==> src/rtl/sbox_arbiter_if.sv <==
// Bundle of request, issue and result signals between the two S-box requesters,
// the arbiter and the shared 32-bit S-box core.
`ifndef WORD_DATA_WIDTH
`define WORD_DATA_WIDTH 32
`endif

interface sbox_arbiter_if;
  logic [`WORD_DATA_WIDTH-1:0] key_exp_val;
  logic                        key_exp_val_vld;
  logic                        key_exp_gnt;
  logic [`WORD_DATA_WIDTH-1:0] sub_bytes_val;
  logic                        sub_bytes_val_vld;
  logic                        sub_bytes_gnt;
  logic [`WORD_DATA_WIDTH-1:0] sbox_req_data;
  logic                        sbox_req_vld;
  logic [`WORD_DATA_WIDTH-1:0] sbox_rsp_data;
  logic [`WORD_DATA_WIDTH-1:0] key_exp_sbox_data;
  logic                        key_exp_sbox_data_vld;
  logic [`WORD_DATA_WIDTH-1:0] sub_bytes_sbox_data;
  logic                        sub_bytes_sbox_data_vld;
  logic                        sbox_available;

  // Arbiter side
  modport slave (
    input  key_exp_val, key_exp_val_vld, sub_bytes_val, sub_bytes_val_vld, sbox_rsp_data,
    output key_exp_gnt, sub_bytes_gnt, sbox_req_data, sbox_req_vld,
           key_exp_sbox_data, key_exp_sbox_data_vld,
           sub_bytes_sbox_data, sub_bytes_sbox_data_vld, sbox_available
  );

  // Requester / S-box core side
  modport master (
    output key_exp_val, key_exp_val_vld, sub_bytes_val, sub_bytes_val_vld, sbox_rsp_data,
    input  key_exp_gnt, sub_bytes_gnt, sbox_req_data, sbox_req_vld,
           key_exp_sbox_data, key_exp_sbox_data_vld,
           sub_bytes_sbox_data, sub_bytes_sbox_data_vld, sbox_available
  );
endinterface

==> src/rtl/sbox_arbiter.sv <==
// Shares one word-wide S-box core between key expansion and SubBytes.
// Key expansion has fixed priority; SubBytes wins once it has been denied
// MAX_WAIT consecutive cycles. A {valid, owner} tag pipeline follows each
// issued word through the core so the result is routed back to its owner.
`ifndef WORD_DATA_WIDTH
`define WORD_DATA_WIDTH 32
`endif

module sbox_arbiter #(
  parameter int SBOX_LAT = 1,
  parameter int MAX_WAIT = 4
) (
  input logic          clock,
  input logic          reset,
  sbox_arbiter_if.slave bus
);
  localparam int W  = `WORD_DATA_WIDTH;
  localparam int CW = 4;

  // owner encoding in the tag pipeline: 0 = key expansion, 1 = SubBytes
  logic [CW-1:0]   wait_cnt_r;
  logic [SBOX_LAT:0] tag_vld_r;
  logic [SBOX_LAT:0] tag_own_r;
  logic [W-1:0]    req_data_r;
  logic            req_vld_r;
  logic [W-1:0]    ke_data_r;
  logic            ke_vld_r;
  logic [W-1:0]    sb_data_r;
  logic            sb_vld_r;
  logic            avail_r;

  logic            key_gnt_s;
  logic            sub_gnt_s;
  logic            sb_prio_s;
  logic            accept_s;
  logic [W-1:0]    acc_data_s;
  logic [CW-1:0]   wait_nxt_s;
  logic            avail_nxt_s;
  logic            ke_rsp_s;
  logic            sb_rsp_s;

  // Grant selection: key expansion first unless SubBytes has starved long enough
  always_comb begin
    key_gnt_s = 1'b0;
    sub_gnt_s = 1'b0;
    sb_prio_s = (wait_cnt_r == CW'(MAX_WAIT));
    if (reset) begin
      key_gnt_s = 1'b0;
      sub_gnt_s = 1'b0;
    end else if (bus.key_exp_val_vld && bus.sub_bytes_val_vld) begin
      if (sb_prio_s) begin
        sub_gnt_s = 1'b1;
      end else begin
        key_gnt_s = 1'b1;
      end
    end else if (bus.key_exp_val_vld) begin
      key_gnt_s = 1'b1;
    end else if (bus.sub_bytes_val_vld) begin
      sub_gnt_s = 1'b1;
    end else begin
      key_gnt_s = 1'b0;
      sub_gnt_s = 1'b0;
    end
  end

  // Accepted word, starvation counter update and idle indication
  always_comb begin
    accept_s   = key_gnt_s | sub_gnt_s;
    acc_data_s = bus.key_exp_val;
    wait_nxt_s = {CW{1'b0}};
    if (sub_gnt_s) begin
      acc_data_s = bus.sub_bytes_val;
    end else begin
      acc_data_s = bus.key_exp_val;
    end
    if (bus.sub_bytes_val_vld && !sub_gnt_s) begin
      if (wait_cnt_r == CW'(MAX_WAIT)) begin
        wait_nxt_s = wait_cnt_r;
      end else begin
        wait_nxt_s = wait_cnt_r + 4'd1;
      end
    end else begin
      wait_nxt_s = {CW{1'b0}};
    end
    // any live tag (including the one retiring now) keeps the arbiter busy
    avail_nxt_s = !accept_s && !(|tag_vld_r) && !bus.key_exp_val_vld && !bus.sub_bytes_val_vld;
    ke_rsp_s    = tag_vld_r[SBOX_LAT] & ~tag_own_r[SBOX_LAT];
    sb_rsp_s    = tag_vld_r[SBOX_LAT] &  tag_own_r[SBOX_LAT];
  end

  // Issue register, tag pipeline, result routing and idle flag
  always_ff @(posedge clock or posedge reset) begin
    if (reset) begin
      wait_cnt_r <= {CW{1'b0}};
      tag_vld_r  <= {(SBOX_LAT+1){1'b0}};
      tag_own_r  <= {(SBOX_LAT+1){1'b0}};
      req_data_r <= {W{1'b0}};
      req_vld_r  <= 1'b0;
      ke_data_r  <= {W{1'b0}};
      ke_vld_r   <= 1'b0;
      sb_data_r  <= {W{1'b0}};
      sb_vld_r   <= 1'b0;
      avail_r    <= 1'b0;
    end else begin
      wait_cnt_r <= wait_nxt_s;
      tag_vld_r  <= {tag_vld_r[SBOX_LAT-1:0], accept_s};
      tag_own_r  <= {tag_own_r[SBOX_LAT-1:0], sub_gnt_s};
      req_vld_r  <= accept_s;
      if (accept_s) begin
        req_data_r <= acc_data_s;
      end else begin
        req_data_r <= req_data_r;
      end
      ke_vld_r <= ke_rsp_s;
      sb_vld_r <= sb_rsp_s;
      if (ke_rsp_s) begin
        ke_data_r <= bus.sbox_rsp_data;
      end else begin
        ke_data_r <= ke_data_r;
      end
      if (sb_rsp_s) begin
        sb_data_r <= bus.sbox_rsp_data;
      end else begin
        sb_data_r <= sb_data_r;
      end
      avail_r <= avail_nxt_s;
    end
  end

  assign bus.key_exp_gnt             = key_gnt_s;
  assign bus.sub_bytes_gnt           = sub_gnt_s;
  assign bus.sbox_req_data           = req_data_r;
  assign bus.sbox_req_vld            = req_vld_r;
  assign bus.key_exp_sbox_data       = ke_data_r;
  assign bus.key_exp_sbox_data_vld   = ke_vld_r;
  assign bus.sub_bytes_sbox_data     = sb_data_r;
  assign bus.sub_bytes_sbox_data_vld = sb_vld_r;
  assign bus.sbox_available          = avail_r;
endmodule

==> src/flat_wrapper.sv <==
// flat-port wrapper written by rule: the top's interface ports become plain ports
module sbox_arbiter_flat 
#(
  parameter int SBOX_LAT = 1,
  parameter int MAX_WAIT = 4
)
  (clock, reset, bus_key_exp_val, bus_key_exp_val_vld, bus_sub_bytes_val, bus_sub_bytes_val_vld, bus_sbox_rsp_data, bus_key_exp_gnt, bus_sub_bytes_gnt, bus_sbox_req_data, bus_sbox_req_vld, bus_key_exp_sbox_data, bus_key_exp_sbox_data_vld, bus_sub_bytes_sbox_data, bus_sub_bytes_sbox_data_vld, bus_sbox_available);
  sbox_arbiter_if bus_i ();
  input logic clock;
  input logic reset;
  input wire logic [$bits(bus_i.key_exp_val)-1:0] bus_key_exp_val;
  input wire logic [$bits(bus_i.key_exp_val_vld)-1:0] bus_key_exp_val_vld;
  input wire logic [$bits(bus_i.sub_bytes_val)-1:0] bus_sub_bytes_val;
  input wire logic [$bits(bus_i.sub_bytes_val_vld)-1:0] bus_sub_bytes_val_vld;
  input wire logic [$bits(bus_i.sbox_rsp_data)-1:0] bus_sbox_rsp_data;
  output wire logic [$bits(bus_i.key_exp_gnt)-1:0] bus_key_exp_gnt;
  output wire logic [$bits(bus_i.sub_bytes_gnt)-1:0] bus_sub_bytes_gnt;
  output wire logic [$bits(bus_i.sbox_req_data)-1:0] bus_sbox_req_data;
  output wire logic [$bits(bus_i.sbox_req_vld)-1:0] bus_sbox_req_vld;
  output wire logic [$bits(bus_i.key_exp_sbox_data)-1:0] bus_key_exp_sbox_data;
  output wire logic [$bits(bus_i.key_exp_sbox_data_vld)-1:0] bus_key_exp_sbox_data_vld;
  output wire logic [$bits(bus_i.sub_bytes_sbox_data)-1:0] bus_sub_bytes_sbox_data;
  output wire logic [$bits(bus_i.sub_bytes_sbox_data_vld)-1:0] bus_sub_bytes_sbox_data_vld;
  output wire logic [$bits(bus_i.sbox_available)-1:0] bus_sbox_available;
  assign bus_i.key_exp_val = bus_key_exp_val;
  assign bus_i.key_exp_val_vld = bus_key_exp_val_vld;
  assign bus_i.sub_bytes_val = bus_sub_bytes_val;
  assign bus_i.sub_bytes_val_vld = bus_sub_bytes_val_vld;
  assign bus_i.sbox_rsp_data = bus_sbox_rsp_data;
  assign bus_key_exp_gnt = bus_i.key_exp_gnt;
  assign bus_sub_bytes_gnt = bus_i.sub_bytes_gnt;
  assign bus_sbox_req_data = bus_i.sbox_req_data;
  assign bus_sbox_req_vld = bus_i.sbox_req_vld;
  assign bus_key_exp_sbox_data = bus_i.key_exp_sbox_data;
  assign bus_key_exp_sbox_data_vld = bus_i.key_exp_sbox_data_vld;
  assign bus_sub_bytes_sbox_data = bus_i.sub_bytes_sbox_data;
  assign bus_sub_bytes_sbox_data_vld = bus_i.sub_bytes_sbox_data_vld;
  assign bus_sbox_available = bus_i.sbox_available;
  sbox_arbiter #(.SBOX_LAT(SBOX_LAT), .MAX_WAIT(MAX_WAIT)) u_core (.clock(clock), .reset(reset), .bus(bus_i));
endmodule
==> config.mk <==
export PLATFORM = sky130hd
export DESIGN_NAME = sbox_arbiter_flat
export DESIGN_NICKNAME = d
export VERILOG_FILES = /design/src/rtl/sbox_arbiter_if.sv /design/src/rtl/sbox_arbiter.sv /design/src/flat_wrapper.sv
export SDC_FILE = /design/constraint.sdc
export NUM_CORES = 1
export LEC_CHECK = 0
export CAP_MARGIN = 20
export CORE_AREA = 2 2 132 122
export CTS_CLUSTER_SIZE = 40
export DETAILED_ROUTE_END_ITERATION = 12
export DIE_AREA = 0 0 134 124
export SYNTH_ARGS = -nofsm -noshare
export SYNTH_HDL_FRONTEND = slang
export SYNTH_SLANG_ARGS = --single-unit
==> constraint.sdc <==
create_clock -name clock -period 6.1 [get_ports clock]
set_input_delay 1.22 -clock clock [delete_from_list [all_inputs] [get_ports clock]]
set_output_delay 1.22 -clock clock [all_outputs]
set_load 0.005 [all_outputs]
==> impl_metrics.csv <==
group,metric,value,unit
clock_network,cts_buffer_depth,2,
grt,grt_pass1_vias,3660,
setup_path,path_buf_inv,3,
setup_path,end_kind,"primary output",
clock_network,cts-htree-levels,3,
clock_network,clock_sinks,107,
setup_path,slowest_stage,"inv_1",
synthesis,syn_nets,427,
setup_path,cp_common_cell,"clkdlybuf4s50_1",
timing,rsz0062_at_grt,"no",
drt,vias,3459,
clock_network,clk_latency,340,ps
synthesis,ys_seq_area_share,59.63,%
timing,fin_crit_sh,78.90,%
timing,relSlewSlack,32.38,%
run,maxCapViolCount,0,
setup_path,path_delay_family,"buffers and inverters",
setup_path,start_kind,"input pin",
setup_path,worst-setup-path-type,"in -> out",
hold_path,min_path_type,"reg -> reg",
setup_path,cp_data_required_time,4880,ps
timing,fin_worst_skew,5.133,ps
outcome,status,"finished, final reports clean",
setup_path,rr_endpoint,"u_core.bus.sbox_req_data[23]",
drt,drt_iter0_drc,169,
timing,setup_viol,0,
clock_network,postCtsSetupBuffers,0,
drt,wirelength,11900,µm
hold_path,hold_end,"u_core.tag_own_r[1]",
clock_network,cts_made_buffers,9,
timing,whs,354.3,ps
drt,drt-pass1-iter-count,4,
clock_network,cts-resized-gates,0,
timing,finalHoldViolCount,0,
timing,fin_tns_setup,0,ps
setup_path,worstRegToRegCells,6,
grt,grt_pass1_wl,19080,µm
setup_path,path_max_fanout,34,
die,core,15120,µm²
die,num_io_pins,202,
place,placed_area,6673,µm²
drt,wire_per_inst,16.46,µm
pwr,clkPwrFrac,30.1,%
pwr,switching_share,23.94,%
cells_and_area,antenna_cells,0,
die,die_area,16620,µm²
die,fp.dieH,124,µm
place,place_congestion,0.7808,
die,start_util,29.70,%
clock_network,cts_tree,"built",
grt,grt-ovfl-total,0,
cells_and_area,area_growth,55.56,%
pwr,total_leakage_power,2.910,nW
die,fp.dieW,134,µm
hold_path,worstHoldStart,"u_core.tag_own_r[0]",
synthesis,syn_area,4491,µm²
clock_network,hold_buffers,0,
pwr,ir_drop,135.4,µV
setup_path,critPathLaunch,"bus_key_exp_val_vld",
drt,routed_via_density,4.784,
setup_path,r2r_slack,4120,ps
pwr,p_int,1.513,mW
cells_and_area,layout-drive-gt1-share,18.23,%
cells_and_area,fill_cells,1376,
drt,drc,0,
grt,antenna_found_initial,0,
synthesis,synthCells,325,
place,hpwlAfterDp,8691,µm
cells_and_area,final_cell_mix,"201 x clkdlybuf4s50_1, 107 x dfrtp_1, 64 x mux2_2",
timing,max_freq,207.8,MHz
cells_and_area,final_area,6985,µm²
setup_path,max_stage_delay,730,ps
pwr,p_per_area,284.7,nW/µm²
grt,grt_usage,14.65,%
grt,grt_max_degree,69,
synthesis,yosysUniqueCellTypes,27,
timing,tightestPinTransition,1012,ps
timing,slew_violations,0,
synthesis,ys_seq_elements,107,
cells_and_area,nets,618,
clock_network,cts-root-buf,"clkbuf_16",
setup_path,crit_chain,"clkdlybuf4s50_1 -> inv_1 -> o211a_4 -> clkdlybuf4s50_1",
die,rows,43,
pwr,p_sw,476.1,µW
setup_path,cp.arrival,3590,ps
pwr,power_frac_comb,25.2,%
place,portBuffers,201,
cells_and_area,layout_commonest_cell,"clkdlybuf4s50_1",
timing,fin_crit,4813,ps
setup_path,timing.rr.start,"u_core.wait_cnt_r[0]",
pwr,pwr-share-seq,44.7,%
clock_network,clk_pin_slew,70,ps
drt,postRouteAntennaNets,0,
synthesis,syn_area_per_cell,13.82,µm²
pwr,finalPower,1.989,mW
hold_path,hold_depth,0,
synthesis,ys_warn_count,0,
==> registers in the layout, indices dropped and copies added, names as in the netlist <==
signal and count:
u_core.bus.key_exp_sbox_data 32, u_core.bus.key_exp_sbox_data_vld 1, u_core.bus.sbox_available 1, u_core.bus.sbox_req_data 32
u_core.bus.sub_bytes_sbox_data 32, u_core.bus.sub_bytes_sbox_data_vld 1, u_core.tag_own_r 2, u_core.tag_vld_r 2
u_core.wait_cnt_r 4
==> through the flow <==
step / utilization, % / worst slack (ps) / instances
final: 46.21 / 1287 / 723
after floorplan: - / 777.1 / 325
after detailed placement: 44.14 / 1278 / 707
after global placement: 44.14 / 1341 / 707
after global routing: 46.21 / 1093 / 723
after CTS: 46.21 / 1288 / 723
==> cells by family after synthesis <==
logic type / Yosys count / share of synthesized area (%)
compound gates: 71 / 15.16
xor+xnor: 2 / 0.3902
fa+ha+maj: 2 / 0.5572
buf+inv: 66 / 6.492
flops: 107 / 59.63
mux: 64 / 16.05
simple gates: 13 / 1.728
==> cells in the mapped netlist, drive strengths merged <==
| cell | instances | area, µm² |
|---|---|---|
| nand2 | 1 | 3.750 |
| inv | 38 | 142.6 |
| a221o | 32 | 320.3 |
| nor2b | 1 | 6.260 |
| nand3b | 2 | 15.01 |
| nor2 | 2 | 7.510 |
| nor4b | 1 | 8.760 |
| clkbuf | 14 | 52.55 |
| xor2 | 2 | 17.52 |
| or3 | 1 | 6.260 |
| a21oi | 1 | 5.000 |
| o211a | 1 | 17.52 |
| mux2 | 64 | 720.7 |
| a2111oi | 32 | 305.3 |
| ha | 2 | 25.02 |
| buf | 14 | 96.33 |
| and3b | 1 | 8.760 |
| nand3 | 3 | 15.01 |
| dfrtp | 107 | 2678 |
| a211oi | 1 | 7.510 |
| a21boi | 2 | 15.01 |
| nor4 | 1 | 6.260 |
| o21ai | 2 | 10.00 |
==> area by class of cell <==
cell class	instances	area, µm²	area share [%]
clock inverter	5	60.06	0.8598
tap	202	252.7	3.618
multi-input combinational	152	1533	21.94
timing repair buffer	208	2064	29.55
clock buffer	11	252.7	3.618
sequential	107	2678	38.33
inverter	38	145.1	2.078
==> power groups by stage <==
stage / Clock (mW) / Sequential [mW] / Combinational (mW)
floorplan: 0 / 0.905 / 0.157
global route: 0.648 / 0.904 / 0.538
finish: 0.600 / 0.889 / 0.500
global placement: 0 / 0.898 / 0.501
CTS: 0.619 / 0.890 / 0.510
detailed placement: 0 / 0.902 / 0.509
==> metal layers <==
metal	routed length (µm)	GRT usage (%)	vias to the layer above
met4	194	5.851	0
met5	0	0	-
li1	-	-	1587
met2	5361	22.82	175
met3	921	3.582	17
met1	5425	19.72	1680
==> worst max path at each step <==
stage	end	slack, ps	depth (start not counted)
CTS	bus_sub_bytes_gnt	1290	4
global placement	bus_sub_bytes_gnt	1340	4
finish	bus_sub_bytes_gnt	1290	4
global route	bus_sub_bytes_gnt	1090	4
detailed placement	bus_sub_bytes_gnt	1280	4
floorplan	bus_sub_bytes_gnt	780	3
==> worst reg2reg max path: stages, from the launching register on <==
cell	delay (ps)
dfrtp_1	400
inv_1	60
ha_1	210
and3b_1	180
buf_4	240
o211a_4	440
a221o_1	340
Power figures use the tool's default switching activity.
